[src/rtl/key_cmd_capture.sv]
// key_cmd_capture
// Captures user commands from the DE1-SoC push-buttons and slide switches.
// Each of the two active-low keys is synchronised and debounced. On every
// debounced press, {key_id, switch value} is written into a small command
// FIFO. The downstream decoder drains that FIFO over a valid/ready handshake.
//
// Ports
//   Clock       in   system clock (CLOCK_50 domain)
//   nReset      in   asynchronous active-low reset; deassertion is
//                    synchronised internally
//   KEY_n       in   raw push-buttons, active low, asynchronous
//   SW          in   raw slide switches
//   cmd_data    out  {key_id, sw_value} at the FIFO head
//   cmd_valid   out  FIFO head valid
//   cmd_ready   in   consumer accepts the head
//   fifo_level  out  current FIFO occupancy, 0..FIFO_DEPTH
//   overflow    out  sticky flag: a press was dropped because the FIFO was
//                    full; cleared only by reset
//
// Build option
//   KEY_CMD_SW_SYNC_EN  When defined, SW passes through a 2-flop synchroniser
//                       before the capture register, so the captured value is
//                       SW as it was two cycles before the press pulse. When
//                       not defined, SW is captured directly at the
//                       press-pulse edge.
//
// Write arbiter states
//   state  | meaning
//   S_IDLE | no press is waiting; a new press is written immediately
//   S_PEND | one press is parked in the pending register; it is written
//            this cycle

module key_cmd_capture #(
    parameter int DEBOUNCE_CYCLES = 16,
    parameter int SW_WIDTH        = 10,
    parameter int FIFO_DEPTH      = 4
) (
    input  logic                          Clock,
    input  logic                          nReset,
    input  logic [1:0]                    KEY_n,
    input  logic [SW_WIDTH-1:0]           SW,
    output logic [SW_WIDTH:0]             cmd_data,
    output logic                          cmd_valid,
    input  logic                          cmd_ready,
    output logic [$clog2(FIFO_DEPTH):0]   fifo_level,
    output logic                          overflow
);

    localparam int CW = $clog2(DEBOUNCE_CYCLES);
    localparam int AW = $clog2(FIFO_DEPTH);
    localparam int LW = AW + 1;
    localparam int DW = SW_WIDTH + 1;

    typedef enum logic {S_IDLE = 1'b0, S_PEND = 1'b1} state_t;

    // Internal reset: asserts asynchronously with nReset and releases
    // two clock edges after nReset rises.
    logic [1:0] r_rst_sync;
    logic       w_rst_n;

    always_ff @(posedge Clock or negedge nReset) begin
        if (!nReset) r_rst_sync <= 2'b00;
        else         r_rst_sync <= {r_rst_sync[0], 1'b1};
    end

    assign w_rst_n = r_rst_sync[1];

    // ---------------- key synchronise / debounce / press detect ------------
    logic [1:0]    r_key_s1;
    logic [1:0]    r_key_s2;
    logic [1:0]    r_deb;
    logic [1:0]    r_deb_d;
    logic [1:0]    r_press;
    logic [CW-1:0] r_cnt [2];

    always_ff @(posedge Clock or negedge w_rst_n) begin
        if (!w_rst_n) begin
            r_key_s1 <= '0;
            r_key_s2 <= '0;
            r_deb    <= '0;
            r_deb_d  <= '0;
            r_press  <= '0;
            r_cnt[0] <= '0;
            r_cnt[1] <= '0;
        end else begin
            r_key_s1 <= ~KEY_n;
            r_key_s2 <= r_key_s1;
            r_deb_d  <= r_deb;
            // The press pulse is registered, so it lands one edge after the
            // debounced level rises.
            r_press  <= r_deb & ~r_deb_d;
            for (int k = 0; k < 2; k++) begin
                if (r_key_s2[k] == r_deb[k]) begin
                    r_cnt[k] <= '0;
                end else if (r_cnt[k] == CW'(DEBOUNCE_CYCLES - 1)) begin
                    r_deb[k] <= ~r_deb[k];
                    r_cnt[k] <= '0;
                end else begin
                    r_cnt[k] <= r_cnt[k] + CW'(1);
                end
            end
        end
    end

    // ---------------- switch capture ---------------------------------------
    logic [SW_WIDTH-1:0] w_sw_in;
    logic [SW_WIDTH-1:0] r_sw;

`ifdef KEY_CMD_SW_SYNC_EN
    logic [SW_WIDTH-1:0] r_sw_s1;
    logic [SW_WIDTH-1:0] r_sw_s2;

    always_ff @(posedge Clock or negedge w_rst_n) begin
        if (!w_rst_n) begin
            r_sw_s1 <= '0;
            r_sw_s2 <= '0;
        end else begin
            r_sw_s1 <= SW;
            r_sw_s2 <= r_sw_s1;
        end
    end

    assign w_sw_in = r_sw_s2;
`else
    assign w_sw_in = SW;
`endif

    // r_sw is loaded on the same edge as r_press, so it holds the switch
    // value that belongs to the press.
    always_ff @(posedge Clock or negedge w_rst_n) begin
        if (!w_rst_n) r_sw <= '0;
        else          r_sw <= w_sw_in;
    end

    // ---------------- write arbiter (pending register) ---------------------
    state_t        r_state;
    state_t        w_state_nxt;
    logic [DW-1:0] r_pend_data;
    logic          w_wr_en;
    logic [DW-1:0] w_wr_data;
    logic          w_pend_load;
    logic [DW-1:0] w_pend_data;
    logic [DW-1:0] w_k0_data;
    logic [DW-1:0] w_k1_data;

    assign w_k0_data = {1'b0, r_sw};
    assign w_k1_data = {1'b1, r_sw};

    always_ff @(posedge Clock or negedge w_rst_n) begin
        if (!w_rst_n) r_state <= S_IDLE;
        else          r_state <= w_state_nxt;
    end

    always_comb begin
        w_state_nxt = r_state;
        case (r_state)
            S_IDLE: if (r_press[0] && r_press[1]) w_state_nxt = S_PEND;
            S_PEND: w_state_nxt = (r_press[0] || r_press[1]) ? S_PEND : S_IDLE;
            default: w_state_nxt = S_IDLE;
        endcase
    end

    always_comb begin
        w_wr_en     = 1'b0;
        w_wr_data   = '0;
        w_pend_load = 1'b0;
        w_pend_data = '0;
        case (r_state)
            S_IDLE: begin
                if (r_press[0]) begin
                    w_wr_en   = 1'b1;
                    w_wr_data = w_k0_data;
                    if (r_press[1]) begin
                        w_pend_load = 1'b1;
                        w_pend_data = w_k1_data;
                    end
                end else if (r_press[1]) begin
                    w_wr_en   = 1'b1;
                    w_wr_data = w_k1_data;
                end
            end
            S_PEND: begin
                // The parked entry goes first. A new press is parked in its
                // place and is written on the next cycle.
                w_wr_en   = 1'b1;
                w_wr_data = r_pend_data;
                if (r_press[0]) begin
                    w_pend_load = 1'b1;
                    w_pend_data = w_k0_data;
                end else if (r_press[1]) begin
                    w_pend_load = 1'b1;
                    w_pend_data = w_k1_data;
                end
            end
            default: ;
        endcase
    end

    always_ff @(posedge Clock or negedge w_rst_n) begin
        if (!w_rst_n)         r_pend_data <= '0;
        else if (w_pend_load) r_pend_data <= w_pend_data;
    end

    // ---------------- command FIFO -----------------------------------------
    logic [DW-1:0] r_mem [FIFO_DEPTH];
    logic [AW-1:0] r_wr_ptr;
    logic [AW-1:0] r_rd_ptr;
    logic [LW-1:0] r_count;
    logic          r_overflow;
    logic          w_full;
    logic          w_pop;
    logic          w_push;

    assign w_full = (r_count == LW'(FIFO_DEPTH));
    assign w_pop  = cmd_valid && cmd_ready;
    // When the FIFO is full, a simultaneous pop frees the head slot. That
    // slot is the write slot, so the push still succeeds.
    assign w_push = w_wr_en && (!w_full || w_pop);

    always_ff @(posedge Clock or negedge w_rst_n) begin
        if (!w_rst_n) begin
            for (int i = 0; i < FIFO_DEPTH; i++) r_mem[i] <= '0;
            r_wr_ptr   <= '0;
            r_rd_ptr   <= '0;
            r_count    <= '0;
            r_overflow <= 1'b0;
        end else begin
            if (w_push) begin
                r_mem[r_wr_ptr] <= w_wr_data;
                r_wr_ptr        <= r_wr_ptr + AW'(1);
            end
            if (w_pop) r_rd_ptr <= r_rd_ptr + AW'(1);
            case ({w_push, w_pop})
                2'b10:   r_count <= r_count + LW'(1);
                2'b01:   r_count <= r_count - LW'(1);
                default: r_count <= r_count;
            endcase
            if (w_wr_en && !w_push) r_overflow <= 1'b1;
        end
    end

    assign cmd_valid  = (r_count != '0);
    assign cmd_data   = r_mem[r_rd_ptr];
    assign fifo_level = r_count;
    assign overflow   = r_overflow;

endmodule

[config.mk]
export PLATFORM = sky130hd
export DESIGN_NAME = key_cmd_capture
export DESIGN_NICKNAME = d
export VERILOG_FILES = /design/src/rtl/key_cmd_capture.sv
export SDC_FILE = /design/constraint.sdc
export NUM_CORES = 1
export LEC_CHECK = 0
export ABC_CLOCK_PERIOD_IN_PS = 7300
export CORE_MARGIN = 4
export CORE_UTILIZATION = 46
export CTS_BUF_LIST = sky130_fd_sc_hd__clkbuf_2 sky130_fd_sc_hd__clkbuf_4 sky130_fd_sc_hd__clkbuf_8
export DETAILED_ROUTE_END_ITERATION = 12
export PLACE_DENSITY = 0.65
export SYNTH_ARGS = -nofsm -noshare
export SYNTH_HDL_FRONTEND = slang
export SYNTH_SLANG_ARGS = --single-unit
[constraint.sdc]
create_clock -name Clock -period 7.3 [get_ports Clock]
set_input_delay 1.46 -clock Clock [delete_from_list [all_inputs] [get_ports Clock]]
set_output_delay 1.46 -clock Clock [all_outputs]
set_load 0.01 [all_outputs]
==> After elaboration in Yosys (flattened, before gate mapping) <==
Cells that the tools add are included.
{ "op_classes": {"n_div": 0, "n_mux": 24, "order_cmp": 3, "shifts": 0, "multipliers": 0, "n_reduce_logical": 13, "bitwise": 10, "n_eq_ne": 7, "add_sub_neg": 6} }
{ "op_table": {"columns": ["cell", "n"], "rows": [
  ["2-to-1 mux 11 bit", 6],
  ["bitwise mux 44 bit", 1],
  ["one-hot mux 11 bit (2 select lines)", 2],
  ["binary-select mux 11 bit (select 2 bit)", 1],
  ["demux 11 bit (select 2 bit)", 1],
  ["2-to-1 mux 4 bit", 4],
  ["adder 4 x 1 -> 4 bit (second input constant)", 2],
  ["== test 4 bit (second input constant)", 2],
  ["greater-or-equal comparator 3 bit (second input constant)", 2],
  ["inverter 2 -> 3 bit", 2],
  ["one-hot mux 1 bit (2 select lines)", 3],
  ["one-hot mux 3 bit (2 select lines)", 1],
  ["logical AND 1 bit", 5],
  ["2-to-1 mux 1 bit", 5],
  ["inverter 1 bit", 5],
  ["adder 2 x 1 -> 2 bit (second input constant)", 2],
  ["inverter 2 bit", 2],
  ["AND reduction 2 bit", 2],
  ["adder 3 x 1 -> 3 bit (second input constant)", 1],
  ["== test 3 bit (second input constant)", 1],
  ["less-than comparator 3 x 1 -> 1 bit (second input constant)", 1],
  ["nonzero test 3 bit", 1],
  ["subtractor 3 x 1 -> 3 bit (second input constant)", 1],
  ["AND 2 bit", 1],
  ["6 further kinds", 9]
]} }
{ "word_totals": {"mem_bits_rw": 0, "out_inout_bits": 16, "mem_bits_ro": 0, "in_bits": 15, "register_bits": 94, "latchBits": 0, "wordCells": 83, "mem_count": 0} }

==> Logic depth before layout (Yosys ltp) <==
{ "depth": {"word_depth": 6, "depth_mapped": 9, "depth_no_buf": 9} }

==> Worst setup path after synthesis <==
Ideal clock, no wire load.
{ "synth_timing": {"kind": "input port to flip-flop", "from": "input port cmd_ready", "to": "register r_count[2], in the netlist fifo_level[2]", "required_ps": 7221, "path_buffers": 0, "setup_slack_ps": 4243, "t_arrival_ps": 2978, "setup_time_ps": 79, "cell_stages": 9, "path_cell_list": "nor4b_2 > nor2_1 > inv_1 > ha_1 > inv_1 > fa_1 > xor2_1 > nor2_1 > xor2_1"} }
{ "synth_between": {"elab_chain_cells": 5, "elab_cells_between_ends": 7, "classes_between": "eq/ne: 2; mux: 1; reduce/logical: 4"} }
{ "synth_lines": {"columns": ["element", "line", "rtl"], "rows": [
  ["from (decl)", "44", "input logic cmd_ready,"],
  ["logical AND 1 bit (*)", "215", "assign w_pop = cmd_valid && cmd_ready;"],
  ["logical OR 1 bit", "218", "assign w_push = w_wr_en && (!w_full || w_pop);"],
  ["logical AND 1 bit", "218", null],
  ["== test 2 x 1 -> 1 bit or == test 2 bit (tied branches)", "233", "case ({w_push, w_pop})"],
  ["one-hot mux 3 bit (2 select lines) or nonzero test 2 bit (tied branches)", null, null],
  ["to (signal assigned)", "234", "2'b10: r_count <= r_count + LW'(1);"],
  ["to (signal assigned)", "235", "2'b01: r_count <= r_count - LW'(1);"],
  ["to (signal assigned)", "236", "default: r_count <= r_count;"],
  ["to (decl)", "208", "logic [LW-1:0] r_count;"]
]} }
Every way passes the cells marked *; elsewhere a longest branch is shown, timed or not.
A chain may end at the register's enable or synchronous reset.

==> Worst setup path after layout <==
{ "layout_timing": {"from": "register r_rd_ptr[0]", "to": "output port cmd_data[0]"} }
{ "layout_between": {"elab_chain_cells": 4} }
{ "layout_lines": {"columns": ["element", "line", "rtl"], "rows": [
  ["from (decl)", "207", "logic [AW-1:0] r_rd_ptr;"],
  ["from (signal assigned)", "232", "if (w_pop) r_rd_ptr <= r_rd_ptr + AW'(1);"],
  ["inverter 2 -> 3 bit (implied by the code)", "243", "assign cmd_data = r_mem[r_rd_ptr];"],
  ["binary-select mux 11 bit (select 2 bit)", "243", null],
  ["2-to-1 mux 11 bit (implied by the code) (2 in a row)", "243", null],
  ["to (decl)", "42", "output logic [SW_WIDTH:0] cmd_data,"]
]} }
Every way passes these cells. The select of a mux whose other input is x is not followed.

==> flow_metrics.env <==
export IMPL_max_cap_viol_count=0
export IMPL_cp_max_fo=13
export IMPL_ant_nets=0
export IMPL_track_usage=0.158
export IMPL_synth_top_area_frac=0.604
export IMPL_portBuffers=30
export IMPL_crit_chain="mux4_2 > clkdlybuf4s50_1"
export IMPL_drt_iter0_drc=113
export IMPL_busiest_layer="met2"
export IMPL_post_synth_cell_area_avg_sq_um=14.3
export IMPL_syn2layout_area_growth_pct=14.3
export IMPL_syn_nets=296
export IMPL_async_flop_share=1.00
export IMPL_worst_pin_slew_ps=1010
export IMPL_drcViolationCount=0
export IMPL_cts_htree_levels=3
export IMPL_core_sq_mm=0.00822
export IMPL_routabilityCongestion=0.753
export IMPL_final_layout_size_suffix_gt1_frac=0.170
export IMPL_vias_per_cell=5.48
export IMPL_synth_top_area_cell="dfrtp_1"
export IMPL_relSlewSlack=0.324
export IMPL_hold_class="flop to asynchronous set/reset pin"
export IMPL_grt_overflow=0
export IMPL_cts_buffer_depth=2
export IMPL_synth_cell_types=35
export IMPL_timing_fmax_ghz=0.262
export IMPL_fp_dieH_um=100
export IMPL_worstSetupStartpointType="flop"
export IMPL_ff2ff_path_depth=9
export IMPL_clockRootBuffer="clkbuf_8"
export IMPL_critPathTopFamily="flip-flops"
export IMPL_hold_violations=0
export IMPL_final_util=0.542
export IMPL_status="finished, final reports clean"
export IMPL_cts_clk_slew_worst_paths_ps=100
export IMPL_final_area_sq_mm=0.00446
export IMPL_rsz0062_at_grt="no"
export IMPL_post_route_period_util=0.522
export IMPL_power_density_mw_per_mm2=244
export IMPL_cts_tree="yes"
export IMPL_path_depth=2
export IMPL_placed_cells=395
export IMPL_ys_flop_type="dfrtp_1"
export IMPL_leakage_nw=1.96
export IMPL_drv_slew=0
export IMPL_place_hpwl_um=4570
export IMPL_first_global_vias=2384
export IMPL_antenna_found_initial=0
export IMPL_use_met1=0.215
export IMPL_clock_skew_ps=14.5
export IMPL_setup_violations_final=0
export IMPL_io_pins=31
export IMPL_yosysMostFrequentCell="dfrtp_1"
export IMPL_grt_first_pass_wirelength_um=12200
export IMPL_ys_top_cells_by_area="dfrtp_1 (60%), a2bb2oi_1 (9.0%), mux4_2 (6.4%), mux2_2 (3.5%), ha_1 (2.2%)"
export IMPL_cts_resized=0
export IMPL_use_met2=0.249
export IMPL_start_util=0.474
export IMPL_fin_cells=411
export IMPL_ys_ff_latch=94
export IMPL_numCtsBuffers=9
export IMPL_synth_seq_area_share=0.604
export IMPL_slowest_stage="dfrtp_1"
export IMPL_synth_edff_count=0
export IMPL_cts_sinks=94
export IMPL_cts_setup_buffers=0
export IMPL_syn_inst=273
export IMPL_wl_per_cell_um=17.4
export IMPL_grt_max_degree=67
export IMPL_ir_drop_mv=0.136
export IMPL_num_antenna_cells=0
export IMPL_die_w_um=100
export IMPL_cts_hold_buf=0
export IMPL_setup_tns_final_ps=0
export IMPL_rows=33
export IMPL_synth_common_cells="dfrtp_1 (94), a2bb2oi_1 (40), mux2_2 (12)"
export IMPL_period_needed_ps=3810
export IMPL_crit_required_ps=5840
export IMPL_vias=2251
export IMPL_criticalPathCategory="flop to primary output"
export IMPL_placed_cell_area_sq_mm=0.00427
export IMPL_drt_first_pass_iters=4
export IMPL_met3_usage=0.0473
export IMPL_clock_latency_ps=370
export IMPL_wl_um=7140
export IMPL_num_nets_final=324
export IMPL_synth_area_sq_mm=0.00390
export IMPL_worstSetupEndpointType="primary output"
export IMPL_critPathArrivalTime_ps=2350
export IMPL_path_buf_inv=1
export IMPL_slowest_delay_ps=870
export IMPL_synth_warnings=0
export IMPL_dieArea_sq_mm=0.0100
-- final timing paths --
check | startpoint | endpoint | slack, ps
min in group Clock | r_key_s1[0] | r_key_s2[0] | 360
min | r_rst_sync[1] | r_key_s2[1] | 240
max | r_rd_ptr[0] | cmd_data[0] | 3490
min reg2reg | r_rst_sync[1] | r_key_s2[1] | 240
max in group asynchronous | r_rst_sync[1] | r_pend_data[7] | 5910
max reg2reg | r_state | fifo_level[2] | 4400
-- power breakdown --
group	switching, mW	total (mW)	internal [mW]	leakage (nW)
combinational	0.0591	0.148	0.0885	0.638
sequential	0.0623	0.611	0.548	1.23
clock	0.189	0.327	0.138	0.0939
total	0.311	1.09	0.775	1.96
-- through the flow --
step                power, mW  worst slack (ps)  hold WS (ps)
floorplan               0.714              4240           331
global placement        0.766              3490           242
detailed placement      0.772              3410           248
CTS                      1.10              3430           258
global route             1.14              3360           276
finish                   1.09              3490           239
-- flip-flops by register name, indices dropped and copies added (netlist names), 2 cells and up --
register and flops:
fifo_level 3, r_cnt 8, r_deb 2, r_deb_d 2, r_key_s1 2, r_key_s2 2
r_mem 44, r_pend_data 11, r_press 2, r_rd_ptr 2, r_rst_sync 2, r_sw 10
r_wr_ptr 2
-- cells by family after synthesis --
| group | Yosys count | synth area share |
|---|---|---|
| XOR/XNOR | 10 | 0.0225 |
| flip-flops | 94 | 0.604 |
| AND/OR/NAND/NOR | 44 | 0.0713 |
| buffers and inverters | 25 | 0.0343 |
| multiplexers | 25 | 0.104 |
| AO/OA/AOI/OAI | 66 | 0.136 |
| adder cells (fa/ha/maj) | 8 | 0.0276 |
| other | 1 | 0.000962 |
-- layout make-up --
class,count,area [sq um]
timing repair buffer,31,308
clock buffer,10,138
tap,105,131
sequential,94,2360
clock inverter,6,51.3
multi-input combinational,154,1430
fill,706,3760
inverter,11,41.3
-- layout by cell type, fill, tap and decap left out, drive strengths merged, types with 3 or more instances in the layout --
| cell type | synthesis | final |
|---|---|---|
| nor3b | 6 | 6 |
| o21ai | 3 | 3 |
| ha | 7 | 7 |
| inv | 11 | 14 |
| xnor2 | 7 | 7 |
| a21oi | 6 | 6 |
| o22a | 4 | 4 |
| mux4 | 11 | 11 |
| and2 | 4 | 4 |
| a2bb2oi | 40 | 40 |
| o31ai | 10 | 10 |
| mux2 | 13 | 13 |
| dfrtp | 94 | 94 |
| nand2 | 6 | 6 |
| nor2 | 6 | 6 |
| nand2b | 10 | 10 |
| nor2b | 4 | 4 |
| clkdlybuf4s50 | 0 | 30 |
| clkbuf | 6 | 10 |
| xor2 | 3 | 3 |
-- layer usage --
metal  vias to the layer above  wire (um)
met5                         -          0
met4                         0         95
met3                         7        312
met2                        46       3390
met1                      1147       3340
li1                       1051          -
Note: power is estimated with default switching activity, not from simulation.
